$ cat config.mk
export PLATFORM = sky130hd
export DESIGN_NAME = seq_recorder
export DESIGN_NICKNAME = d
export VERILOG_FILES = /design/src/rtl/seq_recorder.sv
export SDC_FILE = /design/constraint.sdc
export NUM_CORES = 1
export LEC_CHECK = 0
export BUFFER_PORTS_ARGS = -buffer_cell sky130_fd_sc_hd__buf_2
export CAP_MARGIN = 20
export CORE_MARGIN = 5
export CORE_UTILIZATION = 50
export CTS_CLUSTER_DIAMETER = 100
export CTS_CLUSTER_SIZE = 16
export DETAILED_ROUTE_END_ITERATION = 7
export PLACE_DENSITY = 0.88
export SYNTH_ARGS = -nofsm -noshare
export SYNTH_HDL_FRONTEND = slang
export SYNTH_SLANG_ARGS = --single-unit
$ cat constraint.sdc
create_clock -name CLK_50 -period 2.7 [get_ports CLK_50]
set_input_delay 0.675 -clock CLK_50 [delete_from_list [all_inputs] [get_ports CLK_50]]
set_output_delay 0.675 -clock CLK_50 [all_outputs]
set_load 0.02 [all_outputs]
$ cat src/rtl/seq_recorder.sv
// Write-side recorder: captures switch patterns into numbered RAM slots, one word per button edge.
// Optional build macro SEQ_REC_DUP_SKIP_EN: skip a step whose pattern repeats the last stored one.
module seq_recorder #(
    parameter int SLOT_W = 3,
    parameter int STEP_W = 4,
    parameter int PAT_W  = 10,
    parameter int DATA_W = 32
) (
    input  logic                         CLK_50,
    input  logic                         reset,
    input  logic                         rec_en,
    input  logic [SLOT_W-1:0]            slot_sel,
    input  logic [PAT_W-1:0]             pattern,
    input  logic                         pb_step,
    input  logic                         pb_done,
    input  logic                         pb_clear,
    output logic [SLOT_W+STEP_W-1:0]     wraddress,
    output logic [DATA_W-1:0]            data,
    output logic                         wren,
    output logic [STEP_W:0]              step_count,
    output logic                         busy,
    output logic                         full,
    output logic                         rec_active,
    output logic                         wr_done
);
    localparam logic [DATA_W-1:0] END_WORD = {1'b1, {(DATA_W-1){1'b0}}};

    typedef enum logic [2:0] {IDLE, ARMED, WRITE, TERM, CLEAR} state_t;

    state_t            state;
    logic [SLOT_W-1:0] slot;
    logic [STEP_W-1:0] step_idx, clr_idx, clr_nxt;
    logic              step_q, done_q, clear_q, en_q;
    logic              step_e, done_e, clear_e, en_e;
    logic              last_step, dup;

    assign step_e    = pb_step  & ~step_q;
    assign done_e    = pb_done  & ~done_q;
    assign clear_e   = pb_clear & ~clear_q;
    assign en_e      = rec_en   & ~en_q;
    assign clr_nxt   = clr_idx + 1'b1;
    assign last_step = (step_idx == {STEP_W{1'b1}});

`ifdef SEQ_REC_DUP_SKIP_EN
    logic             have_last;
    logic [PAT_W-1:0] last_pat;

    // A real write is the only WRITE cycle with wren high; its data carries the pattern.
    always_ff @(posedge CLK_50) begin
        if (reset || state == IDLE || state == CLEAR) begin
            have_last <= 1'b0;
            last_pat  <= '0;
        end else if (state == WRITE && wren) begin
            have_last <= 1'b1;
            last_pat  <= data[PAT_W-1:0];
        end
    end

    assign dup = have_last && (pattern == last_pat) && !last_step;
`else
    assign dup = 1'b0;
`endif

    always_ff @(posedge CLK_50) begin
        if (reset) begin
            state      <= IDLE;
            slot       <= '0;
            step_idx   <= '0;
            clr_idx    <= '0;
            step_q     <= 1'b0;
            done_q     <= 1'b0;
            clear_q    <= 1'b0;
            en_q       <= 1'b0;
            wraddress  <= '0;
            data       <= '0;
            wren       <= 1'b0;
            step_count <= '0;
            busy       <= 1'b0;
            full       <= 1'b0;
            rec_active <= 1'b0;
            wr_done    <= 1'b0;
        end else begin
            step_q  <= pb_step;
            done_q  <= pb_done;
            clear_q <= pb_clear;
            en_q    <= rec_en;
            wr_done <= 1'b0;
            case (state)
                IDLE: begin
                    if (en_e) begin
                        slot       <= slot_sel;
                        step_idx   <= '0;
                        step_count <= '0;
                        full       <= 1'b0;
                        rec_active <= 1'b1;
                        state      <= ARMED;
                    end else if (clear_e && rec_en) begin
                        slot      <= slot_sel;
                        clr_idx   <= '0;
                        wraddress <= {slot_sel, {STEP_W{1'b0}}};
                        data      <= END_WORD;
                        wren      <= 1'b1;
                        busy      <= 1'b1;
                        state     <= CLEAR;
                    end
                end
                ARMED: begin
                    if (clear_e) begin
                        clr_idx    <= '0;
                        wraddress  <= {slot, {STEP_W{1'b0}}};
                        data       <= END_WORD;
                        wren       <= 1'b1;
                        busy       <= 1'b1;
                        rec_active <= 1'b0;
                        state      <= CLEAR;
                    end else if (done_e) begin
                        wraddress  <= {slot, step_idx};
                        data       <= END_WORD;
                        wren       <= 1'b1;
                        busy       <= 1'b1;
                        rec_active <= 1'b0;
                        state      <= TERM;
                    end else if (step_e) begin
                        // A skipped duplicate still spends one WRITE cycle, just without wren.
                        if (!dup) begin
                            wraddress <= {slot, step_idx};
                            data      <= {last_step, {(DATA_W-1-PAT_W){1'b0}}, pattern};
                            wren      <= 1'b1;
                        end
                        busy       <= 1'b1;
                        rec_active <= 1'b0;
                        state      <= WRITE;
                    end else if (!rec_en) begin
                        rec_active <= 1'b0;
                        state      <= IDLE;
                    end
                end
                WRITE: begin
                    wren <= 1'b0;
                    busy <= 1'b0;
                    if (wren) begin
                        wr_done    <= 1'b1;
                        step_count <= step_count + 1'b1;
                        if (last_step) begin
                            full  <= 1'b1;
                            state <= IDLE;
                        end else begin
                            step_idx   <= step_idx + 1'b1;
                            rec_active <= 1'b1;
                            state      <= ARMED;
                        end
                    end else begin
                        rec_active <= 1'b1;
                        state      <= ARMED;
                    end
                end
                TERM: begin
                    wren    <= 1'b0;
                    busy    <= 1'b0;
                    wr_done <= 1'b1;
                    state   <= IDLE;
                end
                CLEAR: begin
                    if (clr_idx == {STEP_W{1'b1}}) begin
                        wren       <= 1'b0;
                        busy       <= 1'b0;
                        step_count <= '0;
                        full       <= 1'b0;
                        step_idx   <= '0;
                        rec_active <= rec_en;
                        state      <= rec_en ? ARMED : IDLE;
                    end else begin
                        clr_idx   <= clr_nxt;
                        wraddress <= {slot, clr_nxt};
                        data      <= '0;
                    end
                end
                default: state <= IDLE;
            endcase
        end
    end
endmodule

Word-level counts from Yosys, hierarchy flattened
Index checks and enable logic that the tools add are counted.

storage, ports and cells
  flip-flop bits (word level) = 66
  input port bits = 19
  output and inout port bits = 49
  logic and storage cells = 125

cells by class
  add/sub/neg operators = 3
  equal/unequal tests = 19
  muxes and demuxes = 63
  bitwise gates (word level) = 8
  reduce and logical (&&, ||, !) cells = 17

operator list
  kind                   number
  $mux W32               6
  $pmux W32 S3           1
  $mux W7                6
  $mux W4                8
  $mux W3                10
  $reduce_and A5 Y1      6
  $pmux W4 S3            2
  $pmux W7 S3            1
  $mux W1                20
  $ne A2 B2 Y1 const B   9
  $mux W5                3
  $pmux W5 S3            1
  $pmux W3 S4            1
  $add A4 B1 Y4 const B  2
  $eq A4 B4 Y1 const B   2
  $pmux W1 S4            2
  $reduce_bool A4 Y1     2
  $eq A3 B2 Y1 const B   2
  $ne A3 B3 Y1 const B   2
  $reduce_bool A3 Y1     2
  $add A5 B1 Y5 const B  1
  $ne A5 B5 Y1 const B   1
  $and A1 B1 Y1          4
  $ne A4 B4 Y1 const B   1
  12 further kinds       15

Longest topological paths before layout
  depth in word-level cells = 6
  mapped depth = 7
  mapped depth without buffers = 6

Worst setup path before layout
OpenSTA, ideal clock, no wires.

  path type = in2reg
  start = input rec_en
  end = register step_idx[2]
  library setup time = 0.131 ns
  arrival = 1.638 ns
  data required time = 2.569 ns
  setup slack = 0.931 ns
  stages on the path = 6
  buffers on the path = 1
  cells stage by stage = inv_2 -> o31ai_4 -> o211ai_1 -> buf_6 -> o311ai_2 -> o41ai_2

on the way
  cells in the longest elaborated chain, start to end = 3

RTL lines
  item                         RTL line  text
  start: declaration           11        input logic rec_en,
  $and A1 B1 Y1                40        assign en_e = rec_en & ~en_q;
  $ne A2 B2 Y1 (no line)       -
  $reduce_and A5 Y1 (no line)  -
  end signal: assignment       148       step_idx <= step_idx + 1'b1;
  end: declaration             32        logic [STEP_W-1:0] step_idx, clr_idx, clr_nxt;

Every way passes these cells.
A chain may end at the register's enable or synchronous reset.

Worst setup path after layout
  start = register state[1]
  end = register data[31]

on the way
  cells in the longest elaborated chain, start to end = 3
  elaborated cells between the ends (all ways) = 10
  those cells by class = eq/ne: 6; mux: 1; reduce/logical: 3

RTL lines
  item                                            RTL line  text
  start: declaration                              30        state_t state;
  start signal: assignment                        171       state <= rec_en ? ARMED : IDLE;
  $eq A3 B1 Y1 (tied with other cells)            88        case (state)
  $ne A4 B4 Y1 (no line) (tied with other cells)  -
  $reduce_and A5 Y1 (no line)                     -
  end signal: assignment                          127       data <= {last_step, {(DATA_W-1-PAT_W){1'b0}}, pattern};
  end: declaration                                18        output logic [DATA_W-1:0] data,

Parallel ways exist; a longest one is shown, timed or not.

==> metrics.txt <==
IO Count=slightly below 70; max_cap viols=0; initial core utilization=a little over half; GRT overflow=0; CP required=approximately 3 ns; Port-buffer cells=between 40 and 50; Die Area=a little over 6000 um2; placement-stage cell area=2460 um2; clock latency on the worst-skew pair=about 0.3 ns; unrepaired setup endpoints after global routing=false; dpl ws=0.521 ns; Synth Area per Inst=around 8.8 um2; critical path fanouts, max=22; fin crit period=about 2.1 ns; Post-synth EDFFs=0; hold path endpoint=data[31]; fin util=just under 60%; Pins Over Slew Limit=0; Vias per Instance=between 5 and 6; Cells after Synth=266; Fill cells=approximately 380; Setup Buffers After CTS=0; Final ANT Viol Nets=0; Peak VDD IR=approximately 0.29 mV; Hold Path Stages=2; critical path's slowest cell=dfxtp_1; per-cell routed wire length=between 10 and 15 um; RR Endpoint=data[31]; Die W=78.4 um; DP HPWL=3670 um; total CTS buffers=5; Rel. slew slack=a little over two fifths; register area share after synthesis=roughly two fifths; CTS clk-pin slew, worst paths=~0.080 ns; Sink Count=45; cell area after synthesis=between 2000 and 2500 um2; leak pwr=1.13 nW; CP Data Arrival Time=2.30 ns; Startpoint Class=register; DR WL met2=2590 um; Vert. Die Dim=approximately 80 um; Critical Path, Cell by Cell=nor3_1 > a21oi_1 > and3_4 > o311ai_0 > a21oi_1; CTS H-Tree Depth=2; dominant cell type by area after synthesis=dfxtp_1; Worst Reg-to-Reg Cells=5; CP top delay family=flip-flops; Synth-to-Final Area Change=9.74%; flops & latches, synth=45; Max Root-Sink Buffers=2; largest net degree at the start of global routing=41; post-layout instance area=between 2000 and 3000 um2; initial antenna violation count=0; drc violations=0; drt total wl=~5000 um; status=complete, no violations; first drt pass iteration count=4; Max stage delay on crit path=approximately 0.8 ns; Critical path buffers and inverters=0; reg2reg start=state[1]; Worst setup EP type=register; CTS tree=done; Synth async-reset ratio=0%; post-route setup slack=between 0.6 and 0.7 ns; CP Class=register to register; number of global-route vias before repair=approximately 1900; synth warn=0; Hold Vio Cnt, Final=0; hold_buf cts=0; Nets=approximately 330; layout cell share with drive strength beyond 1=22.9%; Synth cell types=50; final setup fails=0; final antenna diode count=0; Synth top area share=between 30% and 40%; core area=~4400 um2; Total Power=roughly 1.5 mW; worst hold margin=approximately 0.45 ns; PostCTS Resize Cnt=0; initial DRC count=182; wire length on met1=roughly 2100 um; Stages on worst setup path=5; Layout Cells excl Fill=~360; Reg2Reg Setup Slack=~0.63 ns; Tot GR Track Use=~17%; first-pass GRT wire length=8320 um; largest cells by area after synthesis=dfxtp_1, buf_4, a21oi_1, nand3_1, nor2_1; gpl congestion=0.873; min-delay src=data[31]; setup TNS=0 ns; Fin Clk Skew=~0.0037 ns; Synth Flop Type=dfxtp_1; worst hold path class=register to register; Clock Tree Root=clkbuf_8; total number of vias=1944; achievable frequency=482 MHz; Worst Tran Pin Value=about 0.85 ns; most used cell, CP=a21oi_1; Highest Signal Layer=met4; Rows=24; metal3 WL=about 260 um; fin crit share=between 70% and 80%; Placed Cells=~350; pwr/cell area=576 nW/um2
==> worst max path at each step <==
stage | startpoint | endpoint | slack [ns]
final | state[1] | data[31] | 0.63
after CTS | state[1] | data[31] | 0.64
after detailed placement | rec_en | step_count[3] | 0.52
after global placement | rec_en | step_count[3] | 0.55
after global routing | state[1] | data[31] | 0.43
after floorplan | rec_en | step_idx[2] | 0.93
==> cells by family (layout without fill, tap and decap cells) <==
logic type	count (synthesis)	count (layout)	share of synthesized area, %
compound gates	55	55	17.7
simple gates	109	109	24.9
xor+xnor	4	4	1.50
flops	45	45	38.5
mux	8	8	3.43
buf+inv	41	61	12.2
fa+ha+maj	3	3	1.61
other cells	1	21	0.160
==> synth_stat cells, drive strengths merged, types with 2 or more instances <==
master and number:
o211ai 3, o32a 2, nand2b 6, nor2 25, and3 4, nand3b 10, xor2 4, nand4 2
a211oi 7, nor3 8, o21ai 12, or3 2, buf 31, nand2 22, ha 3, nand3 18
o31ai 2, inv 6, mux2i 8, o41ai 2, nor3b 3, o311ai 2, dfxtp 45, clkbuf 4
nor2b 4, a21oi 18
==> tightest hold or removal path: stages (launching register included) <==
cell	delay, ns
dfxtp_1	0.32
nand2_1	0.05
a21oi_1	0.05
==> where the power goes <==
part           switching (mW)  total (mW)  internal, mW  leakage, nW
clock network           0.221       0.490         0.269       0.0540
logic                   0.177       0.268        0.0911        0.708
registers              0.0255       0.719         0.694        0.366
==> cells in the final DEF (no fill, tap or decap), types with 2 or more instances in the layout <==
master,n
inv_1,5
a211oi_2,3
xor2_1,4
nor2_1,24
conb_1,21
a21oi_1,18
mux2i_1,8
nand2_1,22
dfxtp_1,45
nor3b_1,2
nor2b_1,4
and3_1,3
nand3b_1,10
nand3_1,18
clkbuf_8,5
buf_4,2
buf_2,46
or3_1,2
o32a_1,2
nand2b_1,6
nand4_1,2
ha_1,3
o21ai_0,12
o211ai_1,3
a211oi_1,4
nor3_1,7
==> layer usage <==
| metal | GRT usage [%] | vias to the layer above |
|---|---|---|
| li1 | - | 976 |
| met1 | 19.2 | 911 |
| met2 | 30.1 | 52 |
| met3 | 4.58 | 5 |
| met4 | 4.72 | 0 |
| met5 | 0 | - |
==> registers in the layout (all words and copies together) (netlist names), 3 cells and up <==
signal / count
wraddress: 7
step_idx: 4
clr_idx: 4
step_count: 5
slot: 3
state: 3
data: 11
==> cell type report <==
type | count | area (um2) | area share (%)
well taps | 52 | 65.1 | 2.54
multi-input cells | 200 | 1230 | 47.9
clock buffers | 5 | 68.8 | 2.68
repair buffers | 48 | 245 | 9.56
clock inverters | 2 | 35.0 | 1.37
inverters | 6 | 22.5 | 0.878
flip-flops and latches | 45 | 901 | 35.1
No activity file was read; power rests on OpenSTA's default activity.
